File: config.mk
export PLATFORM = sky130hd
export DESIGN_NAME = nibble_arbiter
export DESIGN_NICKNAME = d
export VERILOG_FILES = /design/src/rtl/nibble_arb_pkg.sv /design/src/rtl/nibble_arb_tagpipe.sv /design/src/rtl/nibble_arbiter.sv
export SDC_FILE = /design/constraint.sdc
export NUM_CORES = 1
export LEC_CHECK = 0
export ABC_AREA = 1
export CAP_MARGIN = 20
export CORE_AREA = 2 2 141 109
export DETAILED_ROUTE_END_ITERATION = 8
export DIE_AREA = 0 0 143 111
export PLACE_DENSITY = 0.82
export SLEW_MARGIN = 20
export SYNTH_ARGS = -nofsm -noshare
export SYNTH_HDL_FRONTEND = slang
export SYNTH_SLANG_ARGS = --single-unit
File: constraint.sdc
create_clock -name CLK -period 1.37 [get_ports CLK]
set_input_delay 0.137 -clock CLK [delete_from_list [all_inputs] [get_ports CLK]]
set_output_delay 0.137 -clock CLK [all_outputs]
set_load 0.005 [all_outputs]
File: src/rtl/nibble_arb_pkg.sv
// ============================================================================
// Module   : nibble_arb_pkg
// Purpose  : Shared types and constants for the nibble_top request arbiter:
//            FSM state encoding, requester-id width, default datapath latency
//            and the operand bundle carried onto the datapath inputs.
// Revision : 1.0  initial release
// ============================================================================
`default_nettype none

package nibble_arb_pkg;

  // Ownership FSM: IDLE arbitrates, OWNi locks the datapath to requester i
  typedef enum logic [1:0] {
    ST_IDLE = 2'd0,
    ST_OWN0 = 2'd1,
    ST_OWN1 = 2'd2
  } arb_state_e;

  localparam int NB_ARB_IDW        = 1;
  localparam int NB_ARB_DP_LATENCY = 3;

  // One requester's operation as presented to nibble_top
  typedef struct packed {
    logic [31:0] data_a;
    logic [31:0] data_b;
    logic [11:0] sel_a;
    logic [11:0] sel_b;
    logic [3:0]  sel_ab;
  } arb_op_t;

  // Requester id to one-hot response/grant vector
  function automatic logic [1:0] id_to_onehot(input logic [NB_ARB_IDW-1:0] id);
    return 2'b01 << id;
  endfunction

endpackage

`default_nettype wire

File: src/rtl/nibble_arb_tagpipe.sv
// ============================================================================
// Module   : nibble_arb_tagpipe
// Purpose  : DP_LATENCY-stage {valid,id} shift register that travels beside
//            the nibble_top pipeline so each returning result can be routed
//            to the requester that issued it. Synchronous active-low clear.
// Revision : 1.0  initial release
// ============================================================================
`default_nettype none

module nibble_arb_tagpipe
  import nibble_arb_pkg::*;
#(
  parameter int DP_LATENCY = NB_ARB_DP_LATENCY
) (
  input  logic                  CLK,
  input  logic                  RESET_L,
  input  logic                  IN_VALID,
  input  logic [NB_ARB_IDW-1:0] IN_ID,
  output logic                  OUT_VALID,
  output logic [NB_ARB_IDW-1:0] OUT_ID
);

  logic [DP_LATENCY-1:0]                 valid_d, valid_q;
  logic [DP_LATENCY-1:0][NB_ARB_IDW-1:0] id_d, id_q;

  // Next stage contents: new tag enters stage 0, every other stage shifts up
  always_comb begin
    valid_d    = valid_q;
    id_d       = id_q;
    valid_d[0] = IN_VALID;
    id_d[0]    = IN_ID;
    for (int k = 1; k < DP_LATENCY; k++) begin
      valid_d[k] = valid_q[k-1];
      id_d[k]    = id_q[k-1];
    end
  end

  // Stage registers; reset discards every in-flight tag
  always_ff @(posedge CLK) begin
    if (!RESET_L) begin
      valid_q <= '0;
      id_q    <= '0;
    end else begin
      valid_q <= valid_d;
      id_q    <= id_d;
    end
  end

  assign OUT_VALID = valid_q[DP_LATENCY-1];
  assign OUT_ID    = id_q[DP_LATENCY-1];

endmodule

`default_nettype wire

File: src/rtl/nibble_arbiter.sv
// ============================================================================
// Module   : nibble_arbiter
// Purpose  : Shares one nibble_top datapath between two requesters with a
//            REQ/GNT handshake, LOCK for back-to-back ownership, registered
//            operand issue and tagged routing of results back to the owner.
//            Build option NIBBLE_ARB_RR_EN: round-robin IDLE arbitration;
//            when undefined, requester 0 has fixed priority.
// Revision : 1.0  initial release
// ============================================================================
`default_nettype none

module nibble_arbiter
  import nibble_arb_pkg::*;
#(
  parameter int DP_LATENCY = NB_ARB_DP_LATENCY
) (
  input  logic        CLK,
  input  logic        RESET_L,
  input  logic [1:0]  REQ,
  input  logic [1:0]  LOCK,
  input  logic [31:0] DATA_A0,
  input  logic [31:0] DATA_A1,
  input  logic [31:0] DATA_B0,
  input  logic [31:0] DATA_B1,
  input  logic [11:0] SEL_A0,
  input  logic [11:0] SEL_A1,
  input  logic [11:0] SEL_B0,
  input  logic [11:0] SEL_B1,
  input  logic [3:0]  SEL_AB0,
  input  logic [3:0]  SEL_AB1,
  output logic [1:0]  GNT,
  output logic [31:0] DP_DATA_A,
  output logic [31:0] DP_DATA_B,
  output logic [11:0] DP_SEL_A,
  output logic [11:0] DP_SEL_B,
  output logic [3:0]  DP_SEL_AB,
  input  logic [3:0]  DP_DATA_OUT,
  output logic [1:0]  RESP_VALID,
  output logic [3:0]  RESP_DATA
);

  arb_state_e            state_d, state_q;
  logic [1:0]            gnt;
  logic                  accept;
  logic [NB_ARB_IDW-1:0] acc_id;
  arb_op_t               op0, op1;
  arb_op_t               dp_d, dp_q;
  logic                  tp_valid;
  logic [NB_ARB_IDW-1:0] tp_id;
  logic [1:0]            resp_valid_d, resp_valid_q;
  logic [3:0]            resp_data_d, resp_data_q;

`ifdef NIBBLE_ARB_RR_EN
  // rr_q==1 means requester 1 wins the next IDLE tie
  logic rr_d, rr_q;
`endif

  assign op0 = '{data_a: DATA_A0, data_b: DATA_B0, sel_a: SEL_A0,
                 sel_b: SEL_B0, sel_ab: SEL_AB0};
  assign op1 = '{data_a: DATA_A1, data_b: DATA_B1, sel_a: SEL_A1,
                 sel_b: SEL_B1, sel_ab: SEL_AB1};

  // Grant selection and ownership FSM next state
  always_comb begin
    gnt     = 2'b00;
    state_d = state_q;
    case (state_q)
      ST_IDLE: begin
`ifdef NIBBLE_ARB_RR_EN
        if (REQ == 2'b11) gnt = rr_q ? 2'b10 : 2'b01;
        else              gnt = REQ;
`else
        if (REQ[0])      gnt = 2'b01;
        else if (REQ[1]) gnt = 2'b10;
`endif
      end
      // An owner that drops REQ gets no grant: the cycle is a bubble
      ST_OWN0: gnt = {1'b0, REQ[0]};
      ST_OWN1: gnt = {REQ[1], 1'b0};
      default: gnt = 2'b00;
    endcase
    if (!RESET_L) gnt = 2'b00;

    accept = |(REQ & gnt);
    acc_id = gnt[1];

    case (state_q)
      ST_IDLE: if (accept && LOCK[acc_id]) state_d = acc_id ? ST_OWN1 : ST_OWN0;
      ST_OWN0: if (!REQ[0] || !LOCK[0])    state_d = ST_IDLE;
      ST_OWN1: if (!REQ[1] || !LOCK[1])    state_d = ST_IDLE;
      default: state_d = ST_IDLE;
    endcase
  end

`ifdef NIBBLE_ARB_RR_EN
  // Pointer moves away from whoever won an IDLE arbitration; frozen while owned
  always_comb begin
    rr_d = rr_q;
    if (state_q == ST_IDLE && accept) rr_d = ~acc_id;
  end

  // Round-robin pointer register, requester 0 preferred out of reset
  always_ff @(posedge CLK) begin
    if (!RESET_L) rr_q <= 1'b0;
    else          rr_q <= rr_d;
  end
`endif

  // Datapath operands: load the winner's operation, otherwise hold
  always_comb begin
    dp_d = dp_q;
    if (accept) dp_d = acc_id ? op1 : op0;
  end

  // Result routing: the oldest tag lines up with DP_DATA_OUT
  always_comb begin
    resp_valid_d = 2'b00;
    resp_data_d  = 4'h0;
    if (tp_valid) begin
      resp_valid_d = id_to_onehot(tp_id);
      resp_data_d  = DP_DATA_OUT;
    end
  end

  // FSM, datapath operand and response registers
  always_ff @(posedge CLK) begin
    if (!RESET_L) begin
      state_q      <= ST_IDLE;
      dp_q         <= '0;
      resp_valid_q <= 2'b00;
      resp_data_q  <= 4'h0;
    end else begin
      state_q      <= state_d;
      dp_q         <= dp_d;
      resp_valid_q <= resp_valid_d;
      resp_data_q  <= resp_data_d;
    end
  end

  nibble_arb_tagpipe #(
    .DP_LATENCY (DP_LATENCY)
  ) u_tagpipe (
    .CLK       (CLK),
    .RESET_L   (RESET_L),
    .IN_VALID  (accept),
    .IN_ID     (acc_id),
    .OUT_VALID (tp_valid),
    .OUT_ID    (tp_id)
  );

  assign GNT        = gnt;
  assign DP_DATA_A  = dp_q.data_a;
  assign DP_DATA_B  = dp_q.data_b;
  assign DP_SEL_A   = dp_q.sel_a;
  assign DP_SEL_B   = dp_q.sel_b;
  assign DP_SEL_AB  = dp_q.sel_ab;
  assign RESP_VALID = resp_valid_q;
  assign RESP_DATA  = resp_data_q;

endmodule

`default_nettype wire

Word level (Yosys, flattened, before mapping) --
Index checks and enable logic that the tools add are counted.
Storage, ports and cells: logic and storage cells 43, output and inout bits 100, register bits 106, input port bits 194
Cells by class: order comparisons 1, mux-type cells 12, reductions and logical operators 11, bitwise gates (word level) 1, shift operators 1, eq/ne operators 5
Operators by type and width (number):
- 92-bit two-way mux | 1
- 2-bit two-way mux | 7
- 2-bit one-hot mux with 3 select lines | 2
- 2-bit inequality test (second input constant) | 3
- 1-bit logical NOT | 4
- 3-bit AND reduction | 1
- 2-bit AND | 1
- 2-bit by 1-bit equality test with 1-bit output (second input constant) | 1
- 2-bit equality test (second input constant) | 1
- 2-bit logical NOT | 1
- 1-bit logical OR | 2
- 1-bit by 2-bit less-than comparator with 1-bit output (second input constant) | 1
- 1-bit two-way mux | 2
- 2-bit AND reduction | 1
- 2-bit OR reduction | 1
- 1-bit by 1-bit << shifter with 2-bit output (first input constant) | 1
- 1-bit logical AND | 1

Depth between registers and ports, before layout --
depth after elaboration 9, mapped depth 10, mapped depth without buffers 8

Modules after synthesis --
A second synthesis with hierarchy kept.
Second synthesis, totals: cell total of the unflattened synthesis 825, area total of the unflattened synthesis 5054.8 um^2
Modules (own cells, without submodules):
- nibble_arbiter | cells each 807, area an instance 4889.7 um^2, sequential area each 2001.9 um^2, times used 1
- nibble_arb_tagpipe | cells each 18, area an instance 165.2 um^2, sequential area each 120.1 um^2, times used 1

Least setup slack after synthesis --
OpenSTA, ideal clock, no wires.
path kind register to register, from register state_q[1], to register dp_q, in the netlist DP_DATA_A[0], data required time 1.254 ns, library setup time 0.116 ns, buffers on the path 2, stages on the path, launching flop included 9, clock period less this slack 1.290 ns, data arrival time 1.174 ns, setup slack 0.080 ns, path through dfxtp_1 > inv_2 > nand2_2 > o21ai_2 > buf_4 > buf_2 > nand3_1 > o211ai_1 > inv_1
Between the ends: cells in the longest elaborated chain, start to end 5, elaborated cells between the ends (all ways) 8, classes of those cells eq/ne: 2; mux: 3; bitwise: 1; reduce/logical: 2
RTL lines:
- from (decl) | RTL line nibble_arbiter.sv:42 | arb_state_e state_d, state_q;
- from (signal assigned) | RTL line nibble_arbiter.sv:133 | state_q <= state_d;
- 2-bit equality test, or another cell as far along | RTL line nibble_arbiter.sv:67 | case (state_q)
- 2-bit one-hot mux with 3 select lines * | RTL line nibble_arbiter.sv:67
- 2-bit two-way mux * | RTL line nibble_arbiter.sv:82 | if (!RESET_L) gnt = 2'b00;
- 2-bit AND | RTL line nibble_arbiter.sv:84 | accept = |(REQ & gnt);
- 2-bit OR reduction | RTL line nibble_arbiter.sv:84
- to (signal assigned) | RTL line nibble_arbiter.sv:134 | dp_q <= dp_d;
- to (decl) | RTL line nibble_arbiter.sv:47 | arb_op_t dp_d, dp_q;
Every way passes the cells marked *; elsewhere a longest branch is shown, timed or not. A chain may end at the register's enable or synchronous reset.

Worst setup path in the final report --
from register state_q[0], to register dp_q, in the netlist DP_DATA_A[19]
The elaborated chain is that of the path after synthesis.

==> impl_metrics.ini <==
[detailed_routing]
vias = 5634
wire_per_inst_um = 15.72
wl_um = 18790
drt_iter0_drc = 237
first_pass_iters = 4
drc = 0
ant_nets = 0
vias_per_cell = 4.715

[timing]
setup_tns_ns = -2.765
finalCriticalPeriod_ns = 1.460
max_freq_ghz = 0.6851
rsz0062_at_grt = true
slew_headroom_pct = 65.49
setup_viol = 90
slew_violations = 0
finalCritPeriodShare_pct = 106.5
tightest_slew_ns = 0.5176
fin_ws_ns = -0.08965
final-hold-violation-count = 0
clock_skew_ns = 0.009715

[synth]
synth_xor_area_share_pct = 0
seq_area_frac_synth_pct = 44.04
avgSynthCellArea_um2 = 7.170
synthMuxAreaShare_pct = 0
yosys_register_bits = 106
netlist_instances = 672
synth_area_um2 = 4818
ys_types = 18
synth_simple_gate_area_share_pct = 27.27
yosysWarnings = 0
synthAdderAreaFrac_pct = 0
synth_compound_area_share_pct = 14.52
synth.net_count = 866
synth_top_family_by_area = simple AND/OR/NAND/NOR gates

[power]
ir_worst_vdd_v = 0.0007341
power_mw = 8.762
p_leak_nw = 4.872
power.density_nw_per_um2 = 946.2

[grt]
grt_overflow = 0
grt_pass1_vias = 5617
grt_max_degree = 52
grt_pass1_wl_um = 27370
grtUsageTotal_pct = 21.70
antenna_found_initial = 0

[layout]
final_common_cell = clkdlybuf4s50_1
multiInputGateArea_um2 = 2238
final_cell_mix = 232 x clkdlybuf4s50_1, 173 x nand2_1, 106 x inv_1
layout.cells.non_filler = 1195
area_growth_pct = 92.18
drive_above_1_share_pct = 15.35
n_fill_cell = 1220
regArea_um2 = 2148
fin_nets = 1179
diodes = 0
final_util_pct = 63.05

[place]
dpl.cell_count = 1153
io_buffer_count = 293
place_congestion = 0.7801
dp_hpwl_um = 11210

[floorplanning]
num_rows = 39
chipHeight_um = 111
start_util_pct = 32.81
core_area_um2 = 14690
die_width_um = 143
die_area_um2 = 15870
io_pins = 294

[critical_path]
crit_arrival_ns = 1.71
endpoint_kind = flop
crit_type = flop to flop
cp.required_ns = 1.62
critical_path_peak_fanout = 13
start_kind = flop

[clocking]
holdBufCountCts = 0
clkSlewWorstSetupHoldPaths_ns = 0.08
insertion_delay_ns = 0.36
clk_path_buf_depth = 2
cts_tree = built
numClockSinks = 106
cts_root_buffer = clkbuf_16
cts-buffers-inserted = 9
cts_max_level = 3

[status]
status = finished with violations
violations = negative setup slack

[worst_hold_path]
hold_class = primary input to flop

[job]
maxCapViolCount = 0
-- logic make-up (layout without fill, tap and decap cells) --
kind of cell,Yosys count,count (layout)
AND/OR/NAND/NOR,311,311
buffers and inverters,162,480
flip-flops,106,106
AO/OA/AOI/OAI,93,93
-- layer usage --
layer / wire length, um / vias to the layer above / global-route usage [%]
met1: 8129 / 2602 / 25.65
met3: 1753 / 22 / 7.689
met4: 274 / 0 / 5.809
li1: - / 2792 / -
met2: 8629 / 218 / 37.16
met5: 0 / - / 0
-- power by group --
group | leakage (nW) | total (mW) | switching, mW | internal, mW
sequential | 0.884 | 3.53 | 0.149 | 3.38
combinational | 3.83 | 2.51 | 1.01 | 1.49
clock | 0.154 | 2.72 | 1.27 | 1.46
total | 4.87 | 8.76 | 2.43 | 6.33
-- cell type report --
class	count	share of cell area (%)
Clock inverter	7	0.9053
Clock buffer	9	2.432
Timing Repair Buffer	354	42.03
Sequential cell	106	23.20
Multi-Input combinational cell	404	24.17
Tap cell	205	2.770
Inverter	110	4.486
-- worst paths after layout --
check / startpoint / end / slack, ns / depth (start not counted)
setup / recovery: state_q[0] / DP_DATA_A[19] / -0.09 / 9
hold / removal: RESET_L / u_tagpipe.id_d[1] / 0.28 / 5
setup reg to reg: state_q[0] / DP_DATA_A[19] / -0.09 / 9
hold reg to reg: u_tagpipe.OUT_ID / RESP_VALID[0] / 0.41 / 1
-- Yosys cell counts --
master | instances | area, um2
buf_6 | 1 | 11.26
inv_2 | 4 | 15.01
nand3_2 | 2 | 20.02
nand3_1 | 95 | 475.5
nor2_2 | 1 | 6.260
nand4_1 | 1 | 6.260
buf_1 | 2 | 7.510
nor2_1 | 14 | 52.55
buf_4 | 10 | 75.07
o211ai_1 | 92 | 690.7
nand2_1 | 196 | 735.7
nor2_4 | 1 | 11.26
dfxtp_1 | 106 | 2122
nand2_2 | 1 | 6.260
buf_2 | 24 | 120.1
o21ai_2 | 1 | 8.760
inv_1 | 106 | 397.9
clkbuf_1 | 15 | 56.30
-- flip-flops by register name, indices dropped and copies added, names as in the netlist --
signal	flops
u_tagpipe.OUT_ID	1
DP_DATA_B	32
DP_SEL_A	12
u_tagpipe.valid_q	3
state_q	2
DP_SEL_AB	4
u_tagpipe.id_d	2
RESP_DATA	4
DP_SEL_B	12
RESP_VALID	2
DP_DATA_A	32
-- critical path, stage by stage (launching register included) --
cell and delay (ns):
dfxtp_2 0.34, buf_6 0.12, nor2_4 0.14, nand3_4 0.09, buf_4 0.16, buf_12 0.15
nand2_4 0.06, nand3_1 0.10, o211ai_1 0.12, inv_1 0.07
-- what timing repair did --
item | in CTS | in global routing
pin swaps | 1 | 5
resized for setup | 69 | 94
setup endpoints to repair | 116 | 151
buffers inserted | 10 | 5
cloned | 8 | 5
-- stage by stage --
stage          instance area, um2  setup slack, ns  hold WS [ns]
2_1_floorplan                4818          0.07998        0.2492
3_3_place_gp                 8138          -0.3724        0.3972
3_5_place_dp                 8138          -0.3811        0.4047
4_1_cts                      8909         -0.08311        0.2766
5_1_grt                      9260          -0.1789        0.2763
6_report                     9260         -0.08965        0.2842
Note: power is estimated with default switching activity, not from simulation.
